===== src/rtl/mul_sequencer.sv =====
// Bus master that arbitrates two clients onto the shared Multiplier slave, runs one
// write/start/wait/read/clear transaction per grant and hands the 128-bit product back.
module mul_sequencer #(
   parameter int TIMEOUT = 255
) (
   input  logic         clk,
   input  logic         reset,
   input  logic         req0,
   input  logic         req1,
   input  logic [63:0]  a0,
   input  logic [63:0]  b0,
   input  logic [63:0]  a1,
   input  logic [63:0]  b1,
   output logic         done0,
   output logic         done1,
   output logic [127:0] result,
   output logic         err,
   output logic         busy,
   output logic         M_sel,
   output logic         M_wr,
   output logic [7:0]   M_address,
   output logic [31:0]  M_din,
   input  logic [31:0]  M_dout,
   input  logic         m_interrupt
);

   localparam int WCW = (TIMEOUT > 1) ? $clog2(TIMEOUT) : 1;
   localparam logic [WCW-1:0] WAIT_LAST = WCW'(TIMEOUT - 1);

   typedef enum logic [2:0] {IDLE, WRITE, WAIT, READ, CLEAR, DONE} state_t;

   state_t         state, state_n;
   logic [2:0]     step, step_n;
   logic [WCW-1:0] wait_cnt, wait_cnt_n;
   logic [63:0]    op_a, op_a_n, op_b, op_b_n;
   logic           grant, grant_n;
   logic           last_grant, last_grant_n;
   logic           err_flag, err_flag_n;
   logic [127:0]   result_n;
   logic [1:0]     word_idx;
   logic           sel_n, wr_n;
   logic [7:0]     addr_n;
   logic [31:0]    din_n;

   // Read step k captures the word addressed during step k-1 (slave read data lags by one cycle)
   assign word_idx = step[1:0] - 2'd1;

   always_ff @(posedge clk or posedge reset) begin
      if (reset) begin
         state      <= IDLE;
         step       <= '0;
         wait_cnt   <= '0;
         op_a       <= '0;
         op_b       <= '0;
         grant      <= 1'b0;
         last_grant <= 1'b1;
         err_flag   <= 1'b0;
         result     <= '0;
         done0      <= 1'b0;
         done1      <= 1'b0;
         err        <= 1'b0;
         busy       <= 1'b0;
         M_sel      <= 1'b0;
         M_wr       <= 1'b0;
         M_address  <= '0;
         M_din      <= '0;
      end else begin
         state      <= state_n;
         step       <= step_n;
         wait_cnt   <= wait_cnt_n;
         op_a       <= op_a_n;
         op_b       <= op_b_n;
         grant      <= grant_n;
         last_grant <= last_grant_n;
         err_flag   <= err_flag_n;
         result     <= result_n;
         done0      <= (state_n == DONE) && !grant_n;
         done1      <= (state_n == DONE) && grant_n;
         err        <= (state_n == DONE) && err_flag_n;
         busy       <= (state_n != IDLE);
         M_sel      <= sel_n;
         M_wr       <= wr_n;
         M_address  <= addr_n;
         M_din      <= din_n;
      end
   end

   always_comb begin
      state_n      = state;
      step_n       = step;
      wait_cnt_n   = wait_cnt;
      op_a_n       = op_a;
      op_b_n       = op_b;
      grant_n      = grant;
      last_grant_n = last_grant;
      err_flag_n   = err_flag;
      result_n     = result;

      case (state)
         IDLE: begin
            if (req0 || req1) begin
               grant_n = (req0 && req1) ? ~last_grant : req1;
               op_a_n  = grant_n ? a1 : a0;
               op_b_n  = grant_n ? b1 : b0;
               step_n  = '0;
               state_n = WRITE;
            end
         end
         WRITE: begin
            if (step == 3'd6) begin
               wait_cnt_n = '0;
               state_n    = WAIT;
            end else begin
               step_n = step + 3'd1;
            end
         end
         WAIT: begin
            if (m_interrupt) begin
               step_n  = '0;
               state_n = READ;
            end else if (wait_cnt == WAIT_LAST) begin
               err_flag_n = 1'b1;
               state_n    = CLEAR;
            end else begin
               wait_cnt_n = wait_cnt + 1'b1;
            end
         end
         READ: begin
            if (step != 3'd0)
               result_n[{word_idx, 5'd0} +: 32] = M_dout;
            if (step == 3'd4)
               state_n = CLEAR;
            else
               step_n = step + 3'd1;
         end
         CLEAR: state_n = DONE;
         DONE: begin
            last_grant_n = grant;
            err_flag_n   = 1'b0;
            state_n      = IDLE;
         end
         default: state_n = IDLE;
      endcase

      // Bus values are decoded from the upcoming state so the registered strobes line up with it
      sel_n  = 1'b0;
      wr_n   = 1'b0;
      addr_n = '0;
      din_n  = '0;
      case (state_n)
         WRITE: begin
            sel_n = 1'b1;
            wr_n  = 1'b1;
            case (step_n)
               3'd0:    begin addr_n = 8'h0; din_n = op_a_n[31:0];  end
               3'd1:    begin addr_n = 8'h1; din_n = op_a_n[63:32]; end
               3'd2:    begin addr_n = 8'h2; din_n = op_b_n[31:0];  end
               3'd3:    begin addr_n = 8'h3; din_n = op_b_n[63:32]; end
               3'd4:    begin addr_n = 8'h8; din_n = 32'd1;         end
               3'd5:    begin addr_n = 8'hA; din_n = 32'd1;         end
               default: begin addr_n = 8'hA; din_n = 32'd0;         end
            endcase
         end
         READ: begin
            sel_n = 1'b1;
            if (step_n < 3'd4)
               addr_n = 8'h4 + {5'd0, step_n};
         end
         CLEAR: begin
            sel_n  = 1'b1;
            wr_n   = 1'b1;
            addr_n = 8'hB;
            din_n  = 32'd1;
         end
         default: ;
      endcase
   end

endmodule


===== config.mk =====
export PLATFORM = sky130hd
export DESIGN_NAME = mul_sequencer
export DESIGN_NICKNAME = d
export VERILOG_FILES = /design/src/rtl/mul_sequencer.sv
export SDC_FILE = /design/constraint.sdc
export NUM_CORES = 1
export LEC_CHECK = 0
export ABC_CLOCK_PERIOD_IN_PS = 13100
export CAP_MARGIN = 20
export CORE_AREA = 4 4 182 184
export CTS_BUF_LIST = sky130_fd_sc_hd__clkbuf_8
export DETAILED_ROUTE_END_ITERATION = 8
export DIE_AREA = 0 0 186 188
export DONT_BUFFER_PORTS = 1
export REMOVE_ABC_BUFFERS = 1
export SYNTH_ARGS = -nofsm -noshare
export SYNTH_HDL_FRONTEND = slang
export SYNTH_SLANG_ARGS = --single-unit

===== constraint.sdc =====
create_clock -name clk -period 13.1 [get_ports clk]
set_input_delay 1.965 -clock clk [delete_from_list [all_inputs] [get_ports clk]]
set_output_delay 1.965 -clock clk [all_outputs]
set_load 0.01 [all_outputs]

* After elaboration in Yosys (flattened, before gate mapping)
Cells that the tools add are included.
** Storage, ports and cells
- Register bits after elaboration :: 319
- Latch bits :: 0
- RAM bits :: 0
- Memory bits (read-only) :: 0
- Bits of input ports :: 293
- Output and inout port bits :: 174
- Word-level logic and storage cells :: 97
- Memories :: 0
** Cells by class
- $add $sub $neg :: 5
- Multipliers :: 0
- Divide/modulo/power cells :: 0
- Magnitude comparators :: 1
- Equality and inequality tests :: 20
- Shift-type cells :: 2
- Mux-type cells :: 35
- Bitwise logic cells :: 1
- Reductions and logical operators :: 16
** Operator list (number)
- $mux W64 :: 6
- $pmux W32 S5 :: 1
- $bwmux W128 :: 1
- $shift A32 B9 Y128 const A :: 1
- $shiftx A32 B9 Y128 :: 1
- $pmux W32 S2 :: 1
- $mux W3 :: 9
- $eq A3 B3 Y1 const B :: 8
- $mux W8 :: 3
- $pmux W4 S5 :: 1
- $pmux W8 S2 :: 1
- $eq A3 B2 Y1 const B :: 5
- $pmux W3 S5 :: 1
- $pmux W3 S4 :: 1
- $pmux W4 S3 :: 1
- $eq A3 B1 Y1 const B :: 3
- $neg A7 Y9 :: 1
- $add A8 B1 Y8 const B :: 1
- $eq A8 B8 Y1 const B :: 1
- $mux W1 :: 7
- $logic_not A3 Y1 :: 2
- $ne A2 B2 Y1 const B :: 3
- $reduce_bool A3 Y1 :: 2
- $add A3 B3 Y4 const A :: 1
- other kinds (14) :: 18

* Logic depth before layout (Yosys ltp)
- Depth after elaboration :: 7
- Depth in mapped cells :: 10
- Gate-level depth less buffers :: 8

* Worst setup path before layout
No wires, ideal clock.
- Kind :: input -> register
- Start point :: input port req0
- End point :: register M_din[0]
- Library setup time :: 128 ps
- Arrival time :: 3598 ps
- Slack :: 9374 ps
- Stages on the path :: 7
- Path buffers :: 1
- Cells stage by stage :: buf_2 a21boi_1 mux2_2 mux2_2 mux2_1 a22oi_1 o21ai_1
** Between the ends
- Cells in the longest elaborated chain, start to end :: 7
- Elaborated cells on any way between the ends :: 24
** RTL lines
- start: declaration :: RTL line 8 : input logic req0,
- $logic_and A1 B1 Y1 :: RTL line 102 : grant_n = (req0 && req1) ? ~last_grant : req1;
- $mux W1 :: RTL line 102
- $mux W64 :: RTL line 104 : op_b_n = grant_n ? b1 : b0;
- $mux W64 * :: RTL line 101 : if (req0 || req1) begin
- $mux W64 * :: RTL line 99 : case (state)
- net op_b_n[0] :: RTL line 35 : logic [63:0] op_a, op_a_n, op_b, op_b_n;
- $pmux W32 S5 * :: RTL line 154 : case (step_n)
- $pmux W32 S2 * :: RTL line 150 : case (state_n)
- net din_n[0] :: RTL line 43 : logic [31:0] din_n;
- end signal: assignment :: RTL line 84 : M_din <= din_n;
- end: declaration :: RTL line 22 : output logic [31:0] M_din,
The timed path passes the listed nets; every way through them passes the cells marked *.
A chain may end at the register's enable or synchronous reset.

* Worst setup path after layout
- Start point :: input port req1
- End point :: register M_din[18]
** Between the ends
- Cells in the longest elaborated chain, start to end :: 7
- Elaborated cells on any way between the ends :: 24
** RTL lines
- start: declaration :: RTL line 9 : input logic req1,
- $logic_or A1 B1 Y1 or $logic_and A1 B1 Y1 (tied branches) :: RTL line 101, 102
- $mux W3 or $mux W1 (tied branches) :: RTL line 101, 102
- $pmux W3 S4, or another cell as far along :: RTL line 99
- $eq A3 B3 Y1 or $mux W64 (tied branches) :: RTL line 154, 101
- $reduce_or A2 Y1 (no source line) or $mux W64 (tied branches)
- $pmux W32 S5 :: RTL line 154
- $pmux W32 S2 * :: RTL line 150
- net din_n[18] :: RTL line 43
Marked as above.

==> impl_metrics.env <==
export IMPL_status="finished, final reports clean"
export IMPL_cts_tree="yes"
export IMPL_layout_drive_gt1_share_pct=9.04
export IMPL_ioPinCount=467
export IMPL_fin_area_mm2=0.0165
export IMPL_synth_area_mm2=0.0152
export IMPL_viasPerCell=5.70
export IMPL_rows=65
export IMPL_min_period_ps=4100
export IMPL_critPathRequiredTime_ps=13540
export IMPL_drc=0
export IMPL_endpoint_kind="flip-flop"
export IMPL_grt_overflow=0
export IMPL_syn_to_final_growth_pct=7.94
export IMPL_postPlaceCellArea_mm2=0.0153
export IMPL_die_area_mm2=0.0350
export IMPL_cts_clk_slew_worst_paths_ps=60
export IMPL_synthMuxAreaShare_pct=5.24
export IMPL_crit_type="in -> reg"
export IMPL_core_mm2=0.0314
export IMPL_num_fill_cells=2949
export IMPL_multiInputGateArea_mm2=0.00671
export IMPL_cts_setup_buffers=0
export IMPL_grt_pass1_vias=10851
export IMPL_dr_max_layer_used="met5"
export IMPL_clock_latency_ps=580
export IMPL_met3_length_um=3020
export IMPL_finalPower_uw=4450
export IMPL_ys_seq_elements=315
export IMPL_dr_total_vias=11567
export IMPL_maxSlewViolCount=0
export IMPL_avgSynthCellArea_um2=9.33
export IMPL_grt_first_pass_wirelength_um=64100
export IMPL_ys_types=59
export IMPL_finalClockSkew_ps=17.3
export IMPL_synthesis_instances=1634
export IMPL_synth_top_family_by_area="compound AO/OA/AOI/OAI gates"
export IMPL_port_buffers=0
export IMPL_maxCapViolations=0
export IMPL_synthAdderAreaFrac_pct=0.657
export IMPL_fin_crit_sh_pct=31.3
export IMPL_layout_nets=1882
export IMPL_hold_viol_final=0
export IMPL_seq_area_frac_synth_pct=51.7
export IMPL_synth_compound_area_share_pct=21.2
export IMPL_cts_sinks=315
export IMPL_hold_slack_ps=476
export IMPL_m1WireLength_um=17700
export IMPL_die_w_um=186
export IMPL_cts_buffers=54
export IMPL_power_density_mw_per_mm2=270
export IMPL_drt_iter0_drc=875
export IMPL_yosysWarnings=0
export IMPL_grtUsageTotal_pct=23.1
export IMPL_critPathMaxFanout=70
export IMPL_dr_pass1_iters=5
export IMPL_route_met2_wl_um=20200
export IMPL_grt_max_degree=254
export IMPL_critPathLaunchType="primary input"
export IMPL_tightest_slew_ps=1040
export IMPL_setup_tns_ps=0
export IMPL_chipHeight_um=188
export IMPL_p_leak_uw=0.00740
export IMPL_synthArstFlopShare_pct=100
export IMPL_synth_xor_area_share_pct=0.345
export IMPL_hp_class="reg -> reg"
export IMPL_ant_nets=0
export IMPL_htreeDepth=2
export IMPL_start_util_pct=48.6
export IMPL_finalWeightedCongestion=0.845
export IMPL_seqCellArea_mm2=0.00788
export IMPL_synthSimpleGateAreaFrac_pct=16.1
export IMPL_rsz0062_at_grt="no"
export IMPL_antenna_found_initial=2
export IMPL_routed_wl_um=42200
export IMPL_hold_buffers=0
export IMPL_fmax_ghz=0.244
export IMPL_max_slew_margin_pct=30.4
export IMPL_vdd_drop_max_uv=171
export IMPL_clockBufferDepth=3
export IMPL_wl_per_cell_um=20.8
export IMPL_final_cells=2029
export IMPL_dpl_hpwl_um=27700
export IMPL_synth_flop_cell="dfrtp_1"
export IMPL_arrival_ps=4540
export IMPL_placed_cells=1924
export IMPL_cts_resized=0
export IMPL_root_buffer="clkbuf_8"
export IMPL_synth_edf_count=0
export IMPL_setup_viol=0
## report_power, final
part / leakage [uW] / switching, uW / internal [uW]
combinational: 0.00292 / 1120 / 672
sequential: 0.00383 / 376 / 1400
clock: 0.000649 / 405 / 480
total: 0.00740 / 1900 / 2550
## final timing paths
path | from | slack [ps] | cells after the start | to
max reg2reg | step[0] | 9260 | 9 | M_din[15]
min | err_flag | 480 | 2 | err_flag
max in group asynchronous | reset | 10150 | 2 | op_a[42]
min reg2reg | err_flag | 480 | 2 | err_flag
max | req1 | 9000 | 8 | M_din[18]
min in group asynchronous | reset | 1430 | 1 | result[61]
## cells in the mapped netlist (all sizes together) (3+ instances only)
library cell	number	area, um^2
nand3	60	300
nor2	91	342
and3b	10	87.6
nor3	4	31.3
inv	13	48.8
and2	3	18.8
o211ai	3	22.5
nor2b	7	43.8
mux2	6	67.6
nand2	389	1460
nor3b	3	32.5
a211oi	63	588
a21oi	109	549
clkbuf	57	218
o21a	53	398
nand4	7	43.8
buf	74	464
xor2	5	43.8
o21ai	198	991
mux2i	73	731
o211a	52	521
ha	8	100
dfrtp	314	7860
## cells by family after synthesis
family | after synthesis
AND/OR/NAND/NOR | 586
XOR/XNOR | 6
buffers and inverters | 144
adder cells (fa/ha/maj) | 8
multiplexers | 79
flip-flops | 315
AO/OA/AOI/OAI | 495
other | 1
## critical path, cell delays in order
cell and delay, ps:
a21bo_4 160, buf_4 600, buf_4 880, mux2i_1 320
nand2_1 70, and3b_1 200, o21ai_1 120, a21oi_1 80
## cells in the final DEF (no fill, tap or decap), types with 3 or more instances in the layout
cell type	netlist	routed
and2_1	3	3
clkbuf_8	0	70
dfrtp_1	314	314
mux2_2	4	4
xor2_1	5	5
nand3_1	60	60
inv_1	13	33
conb_1	1	4
and3b_1	10	10
a21oi_1	108	108
buf_12	0	3
o21ai_0	143	143
nor2_1	91	90
a211oi_2	23	23
o21ai_1	55	55
o211a_1	52	52
nor3b_2	2	3
a211oi_1	40	40
nand4_1	7	7
o211ai_1	3	3
clkinv_2	0	7
ha_1	8	8
mux2i_1	73	73
buf_4	20	15
nand2_1	388	385
o21a_1	53	52
nand2_2	1	4
nor2b_1	7	7
## metrics by stage
step           utilization [%]  worst slack, ps
6_report                  52.4             9000
5_1_grt                   52.4             8870
4_1_cts                   52.2             9090
3_5_place_dp              48.7             8450
3_3_place_gp              48.7             8530
2_1_floorplan                -             2420
## final cells by class
cell class,instances,share of cell area (%)
Timing Repair Buffer,19,1.22
Multi-Input combinational cell,1178,40.8
Clock buffer,70,5.85
Tap cell,402,3.06
Sequential cell,315,47.9
Clock inverter,31,0.852
Antenna cell,1,0.0152
Inverter,13,0.342
## routing by layer
layer,up-vias,GRT usage (%)
met4,2,7.20
met3,79,5.74
li1,5569,-
met5,-,0
met2,386,37.2
met1,5531,30.7
## state kept, by name (all words and copies together), names as in the netlist, 3 cells and up
register and flops:
op_b 64, M_din 32, step 3, op_a 64, M_address 4, state 3, result 128, wait_cnt 8
No activity file was read; power rests on OpenSTA's default activity.
